`src/rtl/imgproc_msg_arbiter.sv`:
```
// Round-robin arbiter sharing the message FIFO write port at whole-message granularity.
// Optional macro IMGPROC_ARB_PRIORITY0_EN gives requester 0 strict priority in IDLE.
module imgproc_msg_arbiter #(
  parameter int NUM_REQ       = 4,
  parameter int FIFO_DEPTH    = 256,
  parameter int USEDW_W       = 8,
  parameter int MAX_MSG_WORDS = 4
) (
  input  logic                   clk,
  input  logic                   reset_n,
  input  logic [NUM_REQ-1:0]     req_valid,
  input  logic [32*NUM_REQ-1:0]  req_data,
  input  logic [NUM_REQ-1:0]     req_last,
  output logic [NUM_REQ-1:0]     req_ready,
  output logic [31:0]            fifo_data,
  output logic                   fifo_wrreq,
  input  logic [USEDW_W-1:0]     fifo_usedw,
  input  logic                   flush,
  output logic [2:0]             grant_id,
  output logic                   busy,
  output logic                   err_overlong,
  output logic [15:0]            msg_count
);
  localparam int CNT_W       = $clog2(MAX_MSG_WORDS + 1);
  localparam int SPACE_LIMIT = FIFO_DEPTH - 1 - MAX_MSG_WORDS;

  typedef enum logic {IDLE, BURST} state_t;

  state_t           r_state;
  logic [2:0]       r_grant_id;
  logic [2:0]       r_last_grant;
  logic             r_busy;
  logic             r_err;
  logic [15:0]      r_msg_count;
  logic [CNT_W-1:0] r_wcnt;

  logic [7:0]       w_rr_valid;
  logic             w_rr_found;
  logic [2:0]       w_rr_winner;
  logic [2:0]       w_cand;
  logic             w_found;
  logic [2:0]       w_winner;
  logic             w_space;
  logic             w_own_valid;
  logic             w_own_last;
  logic             w_accept;
  logic             w_upd_last;

  // A whole MAX_MSG_WORDS message must fit before any grant is issued.
  assign w_space = (int'(fifo_usedw) <= SPACE_LIMIT);

  always_comb begin
    w_rr_valid  = 8'(req_valid);
    w_rr_found  = 1'b0;
    w_rr_winner = 3'd0;
    w_cand      = 3'd0;
`ifdef IMGPROC_ARB_PRIORITY0_EN
    w_rr_valid[0] = 1'b0;
`endif
    for (int k = 1; k <= NUM_REQ; k++) begin
      w_cand = 3'((int'(r_last_grant) + k) % NUM_REQ);
      if (!w_rr_found && w_rr_valid[w_cand]) begin
        w_rr_found  = 1'b1;
        w_rr_winner = w_cand;
      end
    end
  end

`ifdef IMGPROC_ARB_PRIORITY0_EN
  assign w_found    = req_valid[0] | w_rr_found;
  assign w_winner   = req_valid[0] ? 3'd0 : w_rr_winner;
  assign w_upd_last = (r_grant_id != 3'd0);
`else
  assign w_found    = w_rr_found;
  assign w_winner   = w_rr_winner;
  assign w_upd_last = 1'b1;
`endif

  always_comb begin
    fifo_data   = '0;
    w_own_valid = 1'b0;
    w_own_last  = 1'b0;
    req_ready   = '0;
    for (int i = 0; i < NUM_REQ; i++) begin
      if (r_grant_id == 3'(i)) begin
        fifo_data    = req_data[32*i +: 32];
        w_own_valid  = req_valid[i];
        w_own_last   = req_last[i];
        req_ready[i] = (r_state == BURST) && !flush;
      end
    end
  end

  assign w_accept   = w_own_valid && (r_state == BURST) && !flush;
  assign fifo_wrreq = w_accept;

  always_ff @(posedge clk) begin
    if (!reset_n) begin
      r_state      <= IDLE;
      r_busy       <= 1'b0;
      r_grant_id   <= 3'd0;
      r_last_grant <= 3'(NUM_REQ - 1);
      r_err        <= 1'b0;
      r_msg_count  <= 16'd0;
      r_wcnt       <= '0;
    end else if (flush) begin
      // last_grant survives a flush so fairness carries over.
      r_state     <= IDLE;
      r_busy      <= 1'b0;
      r_wcnt      <= '0;
      r_msg_count <= 16'd0;
      r_err       <= 1'b0;
    end else begin
      case (r_state)
        IDLE: begin
          if (w_found && w_space) begin
            r_grant_id <= w_winner;
            r_busy     <= 1'b1;
            r_wcnt     <= '0;
            r_state    <= BURST;
          end
        end
        BURST: begin
          if (w_accept) begin
            r_wcnt <= r_wcnt + 1'b1;
            if (w_own_last) begin
              if (r_msg_count != 16'hFFFF) r_msg_count <= r_msg_count + 16'd1;
              if (w_upd_last) r_last_grant <= r_grant_id;
              r_busy  <= 1'b0;
              r_state <= IDLE;
            end else if (r_wcnt == CNT_W'(MAX_MSG_WORDS - 1)) begin
              r_err   <= 1'b1;
              if (w_upd_last) r_last_grant <= r_grant_id;
              r_busy  <= 1'b0;
              r_state <= IDLE;
            end
          end
        end
        default: r_state <= IDLE;
      endcase
    end
  end

  assign grant_id     = r_grant_id;
  assign busy         = r_busy;
  assign err_overlong = r_err;
  assign msg_count    = r_msg_count;
endmodule

```
`config.mk`:
```
export PLATFORM = sky130hd
export DESIGN_NAME = imgproc_msg_arbiter
export DESIGN_NICKNAME = d
export VERILOG_FILES = /design/src/rtl/imgproc_msg_arbiter.sv
export SDC_FILE = /design/constraint.sdc
export NUM_CORES = 1
export LEC_CHECK = 0
export ABC_AREA = 1
export CAP_MARGIN = 20
export CELL_PAD_IN_SITES_DETAIL_PLACEMENT = 1
export CELL_PAD_IN_SITES_GLOBAL_PLACEMENT = 1
export CORE_UTILIZATION = 19
export CTS_CLUSTER_DIAMETER = 50
export DETAILED_ROUTE_END_ITERATION = 10
export GPL_ROUTABILITY_DRIVEN = 0
export PLACE_DENSITY = 0.83
export SLEW_MARGIN = 30
export SYNTH_ARGS = -nofsm -noshare
export SYNTH_HDL_FRONTEND = slang
export SYNTH_SLANG_ARGS = --single-unit
```
`constraint.sdc`:
```
create_clock -name clk -period 2 [get_ports clk]
set_input_delay 0.5 -clock clk [delete_from_list [all_inputs] [get_ports clk]]
set_output_delay 0.5 -clock clk [all_outputs]
set_load 0.005 [all_outputs]
```
==> results.py, run 1 <==
metrics = {
    "run_status": {
        "status": "finished clean",
    },
    "floorplanning": {
        "ios": 205,
        "die-area_mm2": 0.0132,
        "core_region_area_mm2": 0.0122,
        "fp.dieW_um": 115,
        "start_util": 0.198,
        "rows": 40,
        "die_h_um": 115,
    },
    "routing": {
        "postRouteAntennaNets": 0,
        "met2_length_mm": 7.29,
        "drt-met1-wl_mm": 4.59,
        "dr_wl_met3_um": 711,
        "drt-total-wl_mm": 13.0,
        "initialDrtViolationCount": 75,
        "drc": 0,
        "vias": 3878,
        "dr.pass1.iters": 4,
        "vias_per_cell": 4.58,
        "wire_per_inst_um": 15.3,
        "routed.top_layer": "met4",
    },
    "worst_setup_path": {
        "crit_arrival_ns": 1.48,
        "critPathLaunchType": "flip-flop",
        "worstPathRequired_ns": 1.50,
        "crit_fanout": 7,
        "end_kind": "primary output",
        "crit_type": "flip-flop to primary output",
    },
    "clock_network": {
        "clk_pin_slew_ns": 0.06,
        "cts_tree": "yes",
        "clkLatencyLatePin_ns": 0.26,
        "cts_root_buf": "clkbuf_16",
        "cts_buffer_depth": 2,
        "numCtsBuffers": 3,
        "htreeDepth": 1,
        "clock_sinks": 26,
    },
    "synth": {
        "synth_top_area_frac": 0.342,
        "yosysTopAreaCell": "nand2_1",
        "yosysSeqAreaShare": 0.215,
        "syn_area_mm2": 0.00242,
        "synthTopCellsByArea": "nand2_1, dfxtp_1, nand4_1, a21oi_1, inv_1",
        "synth.avg_cell_area_um2": 5.49,
        "synthCells": 441,
        "ys_ff_latch": 26,
        "ys_types": 31,
        "syn_nets": 591,
        "yosysWarnings": 0,
    },
    "power_and_ir_drop": {
        "leakage_uw": 0.00219,
        "peakVddDrop_v": 0.000217,
        "power_density_mw_per_mm2": 446,
    },
    "global_routing": {
        "grt_max_degree": 28,
        "overflow": 0,
        "grt_usage": 0.187,
        "grt_pass1_vias": 4240,
        "antenna_found_initial": 0,
        "grt_pass1_wl_mm": 19.6,
    },
    "sta": {
        "max_freq_mhz": 506,
        "fin_skew_ns": 0.00383,
        "setup_ws_ns": 0.0236,
        "period_share": 0.988,
        "drv_slew": 0,
        "setup_tns_ns": 0,
        "rsz0062_at_grt": "yes",
        "hold_violations": 0,
        "finalSetupViolCount": 0,
        "period_needed_ns": 1.98,
    },
    "job": {
        "cap_violations": 0,
    },
    "place": {
        "numPortBuffers": 201,
        "pre_cts_slack_ns": -0.527,
        "hpwlAfterDp_mm": 10.1,
        "place_inst": 824,
    },
    "layout": {
        "layout.cells.non_filler": 846,
        "final_common_cell": "nand2_1",
        "nets": 829,
        "drive_gt1_frac": 0.199,
        "layout_common_cells": "nand2_1, clkdlybuf4s50_1, nand4_1, buf_4, buf_2",
        "diodes": 0,
        "area_delta_synth_final_pct": 113,
    },
    "min_path": {
        "hold_class": "flip-flop to flip-flop",
    },
}
## cells by family after synthesis
kind of cell	Yosys count	synth area share
XOR/XNOR	14	0.0506
flip-flops	26	0.215
AND/OR/NAND/NOR	313	0.556
other	1	0.00155
adder cells (fa/ha/maj)	3	0.0155
buffers and inverters	50	0.0873
AO/OA/AOI/OAI	34	0.0739
## layer usage
layer | track usage | up-vias
met5 | 0 | -
met4 | 0.0701 | 0
met3 | 0.0327 | 28
met2 | 0.386 | 143
met1 | 0.181 | 1812
li1 | - | 1895
## state kept, by name (all words and copies together), names as in the netlist
register      cells
r_wcnt            3
msg_count        16
grant_id          2
r_last_grant      2
busy              1
err_overlong      1
r_state           1
## worst paths after layout
| check | startpoint | to | slack (ns) | cells after the start |
|---|---|---|---|---|
| worst max-delay path | grant_id[1] | fifo_data[31] | 0.02 | 7 |
| worst min-delay path | err_overlong | err_overlong | 0.46 | 2 |
| worst max register to register | grant_id[0] | msg_count[13] | 0.12 | 12 |
| worst min register to register | err_overlong | err_overlong | 0.46 | 2 |
## worst max-delay path, stage by stage (launching register included)
cell and delay (ns):
dfxtp_4 0.41, buf_6 0.12, nor2_4 0.04, buf_4 0.14, buf_12 0.13, nand2_2 0.05, nand4_1 0.15, buf_2 0.18
## metrics by stage
step                power, uW  hold WS, ns   util  cell area, um^2
floorplan                 900        0.432      -             2420
finish                   2300        0.463  0.423             5170
global placement         1630        0.442  0.398             4860
global route             2440        0.506  0.423             5170
CTS                      2270        0.466  0.419             5120
detailed placement       1660        0.450  0.398             4860
## where the power goes
group,switching (uW),internal (uW),total (uW)
sequential,19.4,528,548
combinational,506,665,1170
clock,187,398,585
## final cells by class
| class | count | area [um^2] |
|---|---|---|
| Sequential cell | 26 | 528 |
| Timing Repair Buffer | 252 | 2410 |
| Multi-Input combinational cell | 365 | 1790 |
| Inverter | 31 | 121 |
| Fill cell | 1573 | 7040 |
| Clock inverter | 1 | 30.0 |
| Tap cell | 168 | 210 |
| Clock buffer | 3 | 75.1 |
## cells in the mapped netlist
cell / n
nand3_1: 18
dfxtp_1: 26
or2_1: 2
nand2_2: 1
nor2_4: 1
buf_4: 2
inv_1: 27
inv_2: 4
xor2_1: 11
o21ai_2: 1
nand3b_1: 2
nand2_1: 221
buf_6: 2
or2_2: 1
nand3_2: 1
buf_2: 1
xnor2_1: 3
nand2_4: 1
clkbuf_1: 14
nor2_1: 17
a31oi_1: 1
nor2_2: 3
nand4_1: 38
a21oi_1: 23
ha_1: 3
nor3_1: 7
conb_1: 1
o21ai_1: 1
o22ai_1: 1
a21boi_0: 1
o21ai_0: 6
## what timing repair did
item,CTS,global route
gates resized for setup,139,59
setup buffers,10,5
hold buffers,0,0
pin swaps,8,18
gates cloned,4,3
setup endpoints to repair,45,57
No activity file was read; power rests on OpenSTA's default activity.
==> run 2, diff against run 1 <==
Settings changed: CORE_MARGIN from default to 1.5, PLACE_DENSITY 0.83 to default, PLACE_DENSITY_LB_ADDON from default to 0.1.
==> run 2 against run 1 <==
Compared with the run above:
- sequential cell count unchanged
- global-route usage increased by 1.8 points
- largest power group unchanged
- critical path type is now primary input to primary output
- die area increased by 1.7%
- clock power about the same
- critical path depth unchanged
- clock-buffer cell count unchanged
- non-clock buffer count increased by 13
- highest routed layer unchanged
- largest cell class unchanged
- fmax decreased by 0.75%
- setup slack got worse by 0.015 ns
==> results.py, run 2 (synthesis results as in run 1) <==
metrics = {
    "worst_setup_path": {
        "worstPathRequired_ns": 1.50,
        "critPathLaunchType": "primary input",
        "r2r_slack_ns": 0.08,
        "crit_arrival_ns": 1.49,
        "crit_fanout": 5,
        "crit_type": "primary input to primary output",
        "end_kind": "primary output",
    },
    "place": {
        "hpwlAfterDp_mm": 10.8,
        "numPortBuffers": 201,
    },
    "job": {
        "cap_violations": 0,
    },
    "routing": {
        "initialDrtViolationCount": 93,
        "vias_per_cell": 4.52,
        "drc": 0,
        "drt-total-wl_mm": 14.2,
        "wire_per_inst_um": 16.3,
        "vias": 3914,
        "postRouteAntennaNets": 0,
        "dr.pass1.iters": 4,
    },
    "sta": {
        "rsz0062_at_grt": "yes",
        "hold_violations": 0,
        "fin_skew_ns": 0.00556,
        "period_share": 0.996,
        "period_needed_ns": 1.99,
        "whs_ns": 0.458,
        "max_freq_mhz": 502,
        "finalSetupViolCount": 0,
        "drv_slew": 0,
    },
    "clock_network": {
        "numCtsBuffers": 3,
        "htreeDepth": 1,
        "clk_pin_slew_ns": 0.07,
        "cts_root_buf": "clkbuf_16",
        "clock_sinks": 26,
        "clkLatencyLatePin_ns": 0.26,
        "cts_buffer_depth": 2,
        "cts_tree": "yes",
    },
    "power_and_ir_drop": {
        "leakage_uw": 0.00228,
        "power_density_mw_per_mm2": 439,
        "peakVddDrop_v": 0.000242,
        "power.total_uw": 2380,
    },
    "floorplanning": {
        "die_h_um": 116,
        "core_region_area_mm2": 0.0125,
        "start_util": 0.194,
        "die-area_mm2": 0.0134,
        "rows": 41,
        "fp.dieW_um": 116,
        "ios": 205,
    },
    "layout": {
        "area_delta_synth_final_pct": 124,
        "fillers": 1630,
        "final_common_cell": "nand2_1",
        "largest_reg_flops": 16,
        "drive_gt1_frac": 0.210,
        "layout_common_cells": "nand2_1, clkdlybuf4s50_1, nand4_1, buf_4, buf_2",
        "nets": 842,
    },
    "global_routing": {
        "antenna_found_initial": 3,
        "grt_pass1_vias": 4225,
        "overflow": 0,
        "grt_usage": 0.205,
        "grt_max_degree": 34,
        "grt_pass1_wl_mm": 21.3,
    },
    "min_path": {
        "hold_class": "flip-flop to flip-flop",
    },
    "run_status": {
        "status": "finished clean",
    },
}
run 2: power by group:
group	total [uW]	switching [uW]	internal, uW
Sequential	545	16.3	528
Combinational	1250	525	729
Clock	586	188	398
run 2: repair_timing:
| item | CTS | global route |
|---|---|---|
| pin swaps | 3 | 13 |
| hold buffers | 0 | 0 |
| cloned | 6 | 2 |
| endpoints found under the setup margin | 48 | 56 |
| gates resized for setup | 166 | 46 |
| setup buffers | 16 | 5 |
run 2: through the flow:
| stage | instance area (um^2) | TNS (ns) | cells | worst slack [ns] | utilization |
|---|---|---|---|---|---|
| after detailed placement | 4890 | -11.01 | 833 | -0.484 | 0.391 |
| after CTS | 5270 | -0.307 | 859 | -0.135 | 0.421 |
| after global routing | 5430 | -0.197 | 866 | -0.0501 | 0.434 |
| after global placement | 4890 | -9.77 | 833 | -0.463 | 0.391 |
| after floorplan | 2420 | 0 | 441 | 0.367 | - |
| final | 5430 | 0 | 866 | 0.00853 | 0.434 |
run 2: critical path: stages:
cell and delay, ns:
clkdlybuf4s50_1 0.42, inv_2 0.08, nand2_4 0.08, a21oi_2 0.14, nand2_2 0.08, nand2_4 0.09
buf_6 0.09
run 2: layout make-up:
type,instances,area [um^2],share of cell area
diodes,3,7.51,0.00138
clock buffers,3,75.1,0.0138
clock inverters,1,30.0,0.00553
inverters,31,136,0.0251
multi-input cells,365,1820,0.335
flip-flops and latches,26,528,0.0973
well taps,172,215,0.0396
repair buffers,265,2620,0.482
run 2: final timing paths:
path                      from            to  depth (start not counted)
hold reg to reg   err_overlong  err_overlong                          2
setup / recovery         flush    fifo_wrreq                          7
hold / removal    err_overlong  err_overlong                          2
setup reg to reg   grant_id[0]          busy                         12
run 2: per-layer routing:
metal  up-vias  global-route usage  share of wire
li1       1921                   -              -
met1      1826               0.208           0.36
met2       141               0.401           0.54
met3        26              0.0533          0.068
met4         0              0.0748          0.033
met5         -                   0              0
